### src/rtl/adat_decoder.sv
`default_nettype none
// ============================================================================
//  Module      : adat_decoder
//  Description : ADAT receive path. NRZI-decodes one line bit per valid
//                strobe, locks onto the 10-zero sync pattern, checks every
//                separator bit, and writes the 24-bit samples of all 8
//                channels into a bit-wide circular frame buffer. The buffer
//                layout is {slot, channel[2:0], bitpos[4:0]}, which is the
//                layout adat_encoder reads.
//  Ports       : clk_i, rst_ni (synchronous, active low)
//                adat_i / adat_valid_i         - line level and bit strobe
//                write_data_o / write_addr_o / wr_en_o - buffer write port
//                last_good_frame_idx_o / user_bits_o   - newest good frame
//                frame_done_o (pulse), locked_o
//                err_cnt_o (only with ADAT_DECODER_ERR_CNT_EN defined)
//  Options     : ADAT_DECODER_ERR_CNT_EN - adds a 16-bit saturating count
//                of framing errors on err_cnt_o.
//  Revision    : 1.0 - initial release
// ============================================================================
module adat_decoder #(
    parameter int CIRC_BUF_BITS = 3,
    parameter int SYNC_ZEROS    = 10
) (
    input  logic                       clk_i,
    input  logic                       rst_ni,
    input  logic                       adat_i,
    input  logic                       adat_valid_i,
    output logic                       write_data_o,
    output logic [CIRC_BUF_BITS+7:0]   write_addr_o,
    output logic                       wr_en_o,
    output logic [CIRC_BUF_BITS-1:0]   last_good_frame_idx_o,
    output logic [3:0]                 user_bits_o,
    output logic                       frame_done_o,
`ifdef ADAT_DECODER_ERR_CNT_EN
    output logic [15:0]                err_cnt_o,
`endif
    output logic                       locked_o
);

    localparam logic [3:0] c_sync_zeros = 4'(SYNC_ZEROS);

    typedef enum logic [2:0] {
        S_HUNT  = 3'd0,
        S_USER  = 3'd1,
        S_DATA  = 3'd2,
        S_TRAIL = 3'd3,
        S_SYNC  = 3'd4
    } state_t;

    state_t                      r_state;
    logic                        r_prev_level;
    logic [3:0]                  r_zero_cnt;     // consecutive decoded zeros, saturating
    logic [3:0]                  r_user_shadow;
    logic [1:0]                  r_user_cnt;
    logic [2:0]                  r_chan;
    logic [2:0]                  r_nib;
    logic [2:0]                  r_sub;          // 0 = separator, 1..4 = nibble bits
    logic [CIRC_BUF_BITS-1:0]    r_slot;

    logic                        r_write_data;
    logic [CIRC_BUF_BITS+7:0]    r_write_addr;
    logic                        r_wr_en;
    logic [CIRC_BUF_BITS-1:0]    r_last_good;
    logic [3:0]                  r_user_bits;
    logic                        r_frame_done;
    logic                        r_locked;

    logic                        w_bit;
    logic [1:0]                  w_k;
    logic [4:0]                  w_bitpos;
    logic                        w_error;

    assign w_bit    = adat_i ^ r_prev_level;
    // r_sub runs 1..4 over the data bits; its low two bits minus one give 0..3
    assign w_k      = r_sub[1:0] - 2'd1;
    assign w_bitpos = {r_nib, 2'b00} + {3'b000, w_k};

    // The zero counter tracks the run length in every state, so the SYNC
    // window checks reuse it: a 1 must close exactly c_sync_zeros zeros.
    always_comb begin
        w_error = 1'b0;
        if (adat_valid_i) begin
            case (r_state)
                S_DATA:  w_error = (r_sub == 3'd0) && !w_bit;
                S_TRAIL: w_error = !w_bit;
                S_SYNC:  w_error = w_bit ? (r_zero_cnt != c_sync_zeros)
                                         : (r_zero_cnt == c_sync_zeros);
                default: w_error = 1'b0;
            endcase
        end
    end

    always_ff @(posedge clk_i) begin
        if (!rst_ni) begin
            r_state       <= S_HUNT;
            r_prev_level  <= 1'b0;
            r_zero_cnt    <= '0;
            r_user_shadow <= '0;
            r_user_cnt    <= '0;
            r_chan        <= '0;
            r_nib         <= '0;
            r_sub         <= '0;
            r_slot        <= '0;
            r_write_data  <= 1'b0;
            r_write_addr  <= '0;
            r_wr_en       <= 1'b0;
            r_last_good   <= '0;
            r_user_bits   <= '0;
            r_frame_done  <= 1'b0;
            r_locked      <= 1'b0;
        end else begin
            r_wr_en      <= 1'b0;
            r_frame_done <= 1'b0;
            if (adat_valid_i) begin
                r_prev_level <= adat_i;
                if (w_bit) begin
                    r_zero_cnt <= '0;
                end else if (r_zero_cnt != 4'hF) begin
                    r_zero_cnt <= r_zero_cnt + 4'd1;
                end

                if (w_error) begin
                    // Slot is kept: the next good frame overwrites the partial data.
                    r_state       <= S_HUNT;
                    r_locked      <= 1'b0;
                    r_user_shadow <= '0;
                end else begin
                    case (r_state)
                        S_HUNT: begin
                            if (w_bit && r_zero_cnt == c_sync_zeros) begin
                                r_state    <= S_USER;
                                r_user_cnt <= '0;
                            end
                        end
                        S_USER: begin
                            r_user_shadow <= {r_user_shadow[2:0], w_bit};
                            r_user_cnt    <= r_user_cnt + 2'd1;
                            if (r_user_cnt == 2'd3) begin
                                r_state <= S_DATA;
                                r_chan  <= '0;
                                r_nib   <= '0;
                                r_sub   <= '0;
                            end
                        end
                        S_DATA: begin
                            if (r_sub == 3'd0) begin
                                r_sub <= 3'd1;
                            end else begin
                                r_wr_en      <= 1'b1;
                                r_write_data <= w_bit;
                                r_write_addr <= {r_slot, r_chan, w_bitpos};
                                if (r_sub == 3'd4) begin
                                    r_sub <= 3'd0;
                                    if (r_nib == 3'd5) begin
                                        r_nib <= 3'd0;
                                        if (r_chan == 3'd7) begin
                                            r_state <= S_TRAIL;
                                        end else begin
                                            r_chan <= r_chan + 3'd1;
                                        end
                                    end else begin
                                        r_nib <= r_nib + 3'd1;
                                    end
                                end else begin
                                    r_sub <= r_sub + 3'd1;
                                end
                            end
                        end
                        S_TRAIL: begin
                            r_last_good  <= r_slot;
                            r_user_bits  <= r_user_shadow;
                            r_frame_done <= 1'b1;
                            r_locked     <= 1'b1;
                            r_slot       <= r_slot + 1'b1;
                            r_state      <= S_SYNC;
                        end
                        S_SYNC: begin
                            // Errors were filtered above, so a 1 here closes a valid sync run.
                            if (w_bit) begin
                                r_state    <= S_USER;
                                r_user_cnt <= '0;
                            end
                        end
                        default: r_state <= S_HUNT;
                    endcase
                end
            end
        end
    end

`ifdef ADAT_DECODER_ERR_CNT_EN
    logic [15:0] r_err_cnt;

    always_ff @(posedge clk_i) begin
        if (!rst_ni) begin
            r_err_cnt <= '0;
        end else if (w_error && r_err_cnt != 16'hFFFF) begin
            r_err_cnt <= r_err_cnt + 16'd1;
        end
    end

    assign err_cnt_o = r_err_cnt;
`endif

    assign write_data_o          = r_write_data;
    assign write_addr_o          = r_write_addr;
    assign wr_en_o               = r_wr_en;
    assign last_good_frame_idx_o = r_last_good;
    assign user_bits_o           = r_user_bits;
    assign frame_done_o          = r_frame_done;
    assign locked_o              = r_locked;

endmodule
`default_nettype wire

### config.mk
export PLATFORM = sky130hd
export DESIGN_NAME = adat_decoder
export DESIGN_NICKNAME = d
export VERILOG_FILES = /design/src/rtl/adat_decoder.sv
export SDC_FILE = /design/constraint.sdc
export NUM_CORES = 1
export LEC_CHECK = 0
export CELL_PAD_IN_SITES_DETAIL_PLACEMENT = 1
export CELL_PAD_IN_SITES_GLOBAL_PLACEMENT = 2
export CORE_MARGIN = 2
export CORE_UTILIZATION = 36
export DETAILED_ROUTE_END_ITERATION = 12
export PLACE_DENSITY = 0.82
export SLEW_MARGIN = 10
export SYNTH_ARGS = -nofsm -noshare
export SYNTH_HDL_FRONTEND = slang
export SYNTH_SLANG_ARGS = --single-unit
### constraint.sdc
create_clock -name clk_i -period 5.4 [get_ports clk_i]
set_input_delay 1.62 -clock clk_i [delete_from_list [all_inputs] [get_ports clk_i]]
set_output_delay 1.62 -clock clk_i [all_outputs]
set_load 0.02 [all_outputs]
# --- Word level (Yosys, flattened, before mapping) ---
# Index checks and enable logic that the tools add are counted.
word_totals:
  regBits: 48
  input_bits: 4
  output_inout_bits: 22
  word_cells: 113
op_classes:
  add_sub_neg: 8
  n_eq_ne: 25
  mux: 36
  bitwise_logic: 6
  reduce_logical: 22
ops:
  columns: ["cell", "n"]
  rows:
  - ["$mux W3", 18]
  - ["$ne A3 B3 Y1 const B", 7]
  - ["$pmux W3 S2", 3]
  - ["$mux W4", 4]
  - ["$reduce_and A8 Y1", 2]
  - ["$pmux W3 S5", 1]
  - ["$ne A2 B2 Y1 const B", 7]
  - ["$add A3 B1 Y3 const B", 4]
  - ["$eq A3 B3 Y1 const B", 4]
  - ["$ne A4 B4 Y1 const B", 2]
  - ["$reduce_and A4 Y1", 2]
  - ["$reduce_bool A2 Y1", 4]
  - ["$eq A3 B2 Y1 const B", 2]
  - ["$logic_not A3 Y1", 2]
  - ["$mux W1", 6]
  - ["$pmux W2 S3", 1]
  - ["$reduce_and A2 Y1", 3]
  - ["$reduce_and A6 Y1", 1]
  - ["$add A5 B2 Y5", 1]
  - ["$not A1 Y1", 5]
  - ["$reduce_and A5 Y1", 1]
  - ["$add A4 B1 Y4 const B", 1]
  - ["$eq A4 B4 Y1 const B", 1]
  - ["$mux W2", 2]
  - ["other kinds (12)", 13]

# --- Depth between registers and ports, before layout ---
depth:
  depth_word: 7
  depth_mapped: 9
  mapped_depth_nobuf: 9

# --- Worst setup path after synthesis ---
# No wires, ideal clock.
synth_path:
  path_kind: "input-to-reg"
  start: "input port adat_i"
  end: "register r_user_shadow[0]"
  setup_ps: 128
  arrival_time_ps: 2824
  required_ps: 5272
  setup_slack_ps: 2448
  path_stages: 7
  n_path_buf: 0
  cell_sequence: "xnor2_1 -> inv_2 -> ha_1 -> nand2_1 -> or3_1 -> a32oi_1 -> nor2_1"
synth_between:
  elab_chain_cells: 7
  word_cells_on_any_way: 10
  cone_classes: "mux: 5; bitwise: 1; reduce/logical: 4"
synth_lines:
  columns: ["item", "line_no", "text"]
  rows:
  - ["from (decl)", "26", "input logic adat_i,"]
  - ["$xor A1 B1 Y1 *", "73", "assign w_bit = adat_i ^ r_prev_level;"]
  - ["net w_bit", "68", "logic w_bit;"]
  - ["$logic_not A1 Y1", "84, 85", null]
  - ["$logic_and A1 B1 Y1", "84", "S_DATA: w_error = (r_sub == 3'd0) && !w_bit;"]
  - ["$pmux W1 S3", "83", "case (r_state)"]
  - ["$mux W1", "82", "if (adat_valid_i) begin"]
  - ["$reduce_bool A2 Y1 (no line)", null, null]
  - ["$reduce_and A2 Y1 (no line)", null, null]
  - ["to (signal assigned)", "136", "r_user_shadow <= {r_user_shadow[2:0], w_bit};"]
  - ["to (decl)", "53", "logic [3:0] r_user_shadow;"]
# The timed path passes the listed nets; every way through them passes the cells marked *. The select of a mux whose other input is x is not followed.
# A chain may end at the register's enable or synchronous reset.

# --- Final worst setup path ---
layout_path:
  start: "input port adat_valid_i"
  end: "register r_sub[1]"
layout_between:
  elab_chain_cells: 3
layout_lines:
  columns: ["item", "line_no", "text"]
  rows:
  - ["from (decl)", "27", "input logic adat_valid_i,"]
  - ["$mux W1", "82", null]
  - ["$not A1 Y1 (no line)", null, null]
  - ["$reduce_and A4 Y1 (no line) *", null, null]
  - ["to (signal assigned)", "165", "r_sub <= r_sub + 3'd1;"]
  - ["to (decl)", "57", "logic [2:0] r_sub;"]
# Every way passes the cells marked *; elsewhere a longest branch is shown, timed or not.

==> results.md <==
* Synth async-reset ratio at 0%
* Vias at 1820
* Buf+Inv Stages, Crit Path at 1
* I/O pin count at 26
* Initial DRT Pass Iterations at 4
* CTS tree: yes
* CP cell instances: clkdlybuf4s50_1 -> nor2b_1 -> o31ai_2 -> or4_1 -> a21oi_1
* Rel. slew slack at 51.24%
* Worst-path clk slew at 0.09 ns
* Cells after synthesis at 253
* Seq cells post-synth at 48
* Final Wtd Congestion at 0.7683
* CP Launch Type: input port
* Routed vias/inst at 5.245
* Post-CTS sizing at 0
* Yosys synthesis warning count at 0
* Synth cell types at 42
* Arrival time worst endpoint at 3.62 ns
* Core footprint at 0.005921 mm²
* Final antenna-violating net count at 0
* H-tree lvl count at 2
* Commonest non-fill, non-tap cells in the layout: 48 x dfxtp_1, 30 x a21oi_1, 28 x nand2_1, 25 x nor2_1, 25 x clkdlybuf4s50_1
* Vias in the first global route at 1723
* Setup violators final at 0
* DIE WIDTH at 82.21 µm
* Ant diodes at 0
* Post-synth EDFFs at 0
* DP Cell Count at 339
* Placed cell areas at 0.002472 mm²
* Critical Path Sink Type: flip-flop
* Leak pwr at 0.8891 nW
* RSZ-0062 raised after global routing: false
* Final Slew Violations at 0
* Final wirelength at 5051 µm
* Part of the Yosys area used for sequential elements at 43.64%
* Tcrit/Tclk final at 62.86%
* Final Cell Area at 0.002594 mm²
* Die H at 82.21 µm
* Worst clock skew at 0.007318 ns
* Final std cells w/o fill at 347
* Area Growth Syn to Fin at 17.78%
* Post-layout util at 43.81%
* Starting density of the core at 37.19%
* Sink Count at 48
* Slowest stage cell, crit path: clkdlybuf4s50_1
* Die ar. at 0.006758 mm²
* Setup TNS at 0 ns
* Largest net degree at the start of global routing at 28
* Final nets at 284
* Longest Clk Path Bufs at 2
* Hold-fix buffers, CTS at 0
* Critical Path RT at 5.63 ns
* Commonest non-fill, non-tap cell in the layout: dfxtp_1
* Cell family with most CP delay: simple AND/OR/NAND/NOR gates
* Crit Path Max Fanout at 11
* Tmin final at 3.394 ns
* Post-Synthesis Mean Instance Area at 8.704 µm²
* Total grt overflow at 0
* Slowest Stage Delay on Critical Path at 0.73 ns
* CTS Buf Count at 5
* IO buf count at 25
* Total GRT Usage at 16.84%
* Post-place setup slack at 1.680 ns
* Worst slew pin tran at 0.7271 ns
* Outcome: finished, final reports clean
* Worst setup margin at 2.006 ns
* Syn nets at 266
* Max_cap viols at 0
* Postcts setup bufs at 0
* Core Rows at 28
* First-pass GRT wire length at 8659 µm
* Initial DRC Count at 53
* Later-pin clock latency in the skew report at 0.30 ns
* Root buf cell: clkbuf_8
* Maximum clock rate at 294.6 MHz
* Hold/Removal Path Class: reg2reg
* Avg WL per Cell at 14.56 µm
* Minimum hold slack at 0.4582 ns
* Fin. Hold Viols at 0
* CP Class: in2reg
* Power per Cell Area at 256.7 mW/mm²
* Total power at 0.6658 mW
* Residual DRC at 0
* DP HPWL at 3498 µm
* Mapped Area at 0.002202 mm²
* Top FF cell, synth: dfxtp_1
* Antenna violations before repair at 0
* Layout cell share with drive strength beyond 1 at 5.882%
* Max VDD drop at 0.1212 mV
-- flip-flops by register name, summed over array words and instances, names as in the netlist --
register	cells
frame_done_o	1
last_good_frame_idx_o	3
locked_o	1
r_chan	3
r_nib	3
r_prev_level	1
r_slot	3
r_state	3
r_sub	3
r_user_cnt	2
r_user_shadow	4
r_zero_cnt	4
user_bits_o	4
wr_en_o	1
write_addr_o	11
write_data_o	1
-- tightest hold or removal path, delay by kind of cell (launching register included) --
family	cells	cell delay, ns
AO/OA/AOI/OAI	1	0.05
flip-flops	1	0.32
AND/OR/NAND/NOR	1	0.05
-- logic make-up (layout without fill, tap and decap cells) --
logic type | count (synthesis) | in the layout | synth area share [%]
DFF | 48 | 48 | 43.64
and+or+nand+nor | 93 | 93 | 21.19
xor gates and xnor gates | 4 | 4 | 1.591
buffers and inverters | 26 | 45 | 5.738
muxes | 10 | 10 | 4.546
AOI/OAI and AO/OA | 63 | 63 | 18.18
adders and majority gates | 9 | 9 | 5.114
-- report_power, final --
part / internal, mW / switching [mW]
clock network: 0.152 / 0.130
logic: 0.00826 / 0.0201
registers: 0.355 / 0.00116
-- per-layer routing --
| metal | global-route usage [%] | wire length, µm | up-vias |
|---|---|---|---|
| met4 | 5.667 | 92 | 0 |
| li1 | - | - | 928 |
| met5 | 0 | 0 | - |
| met2 | 26.05 | 2271 | 22 |
| met1 | 22.94 | 2550 | 863 |
| met3 | 4.022 | 136 | 7 |
-- path summary, 6_finish.rpt --
kind	from	endpoint	slack [ns]	cells after the start
setup / recovery	adat_valid_i	r_sub[1]	2.01	5
hold / removal	write_addr_o[8]	write_addr_o[8]	0.46	2
setup reg to reg	r_sub[0]	r_chan[0]	3.29	6
hold reg to reg	write_addr_o[8]	write_addr_o[8]	0.46	2
-- cell usage after synthesis, drive strengths merged (2+ instances only) --
library cell,count,area [µm²]
dfxtp,48,960.9
a21oi,30,150.1
nand2,28,105.1
nor2,26,105.1
mux2i,10,100.1
o31ai,10,80.07
buf,9,62.55
ha,9,112.6
inv,9,33.78
nand3,9,45.04
a211oi,7,57.55
clkbuf,7,26.28
nor3,6,41.29
o21ai,6,30.03
nand2b,5,31.28
a32oi,4,35.03
or3,4,30.03
xnor2,4,35.03
nor2b,3,18.77
and3,2,12.51
nand4b,2,17.52
nor3b,2,15.01
o21a,2,15.01
-- layout make-up --
cell class	instances	area, µm²
Timing Repair Buffer	27	265.3
Tap cell	75	93.84
Clock inverter	2	38.79
Sequential cell	48	960.9
Multi-Input combinational cell	179	1115
Inverter	10	37.54
Clock buffer	6	82.58
Fill cell	704	3327
Power figures use the tool's default switching activity.
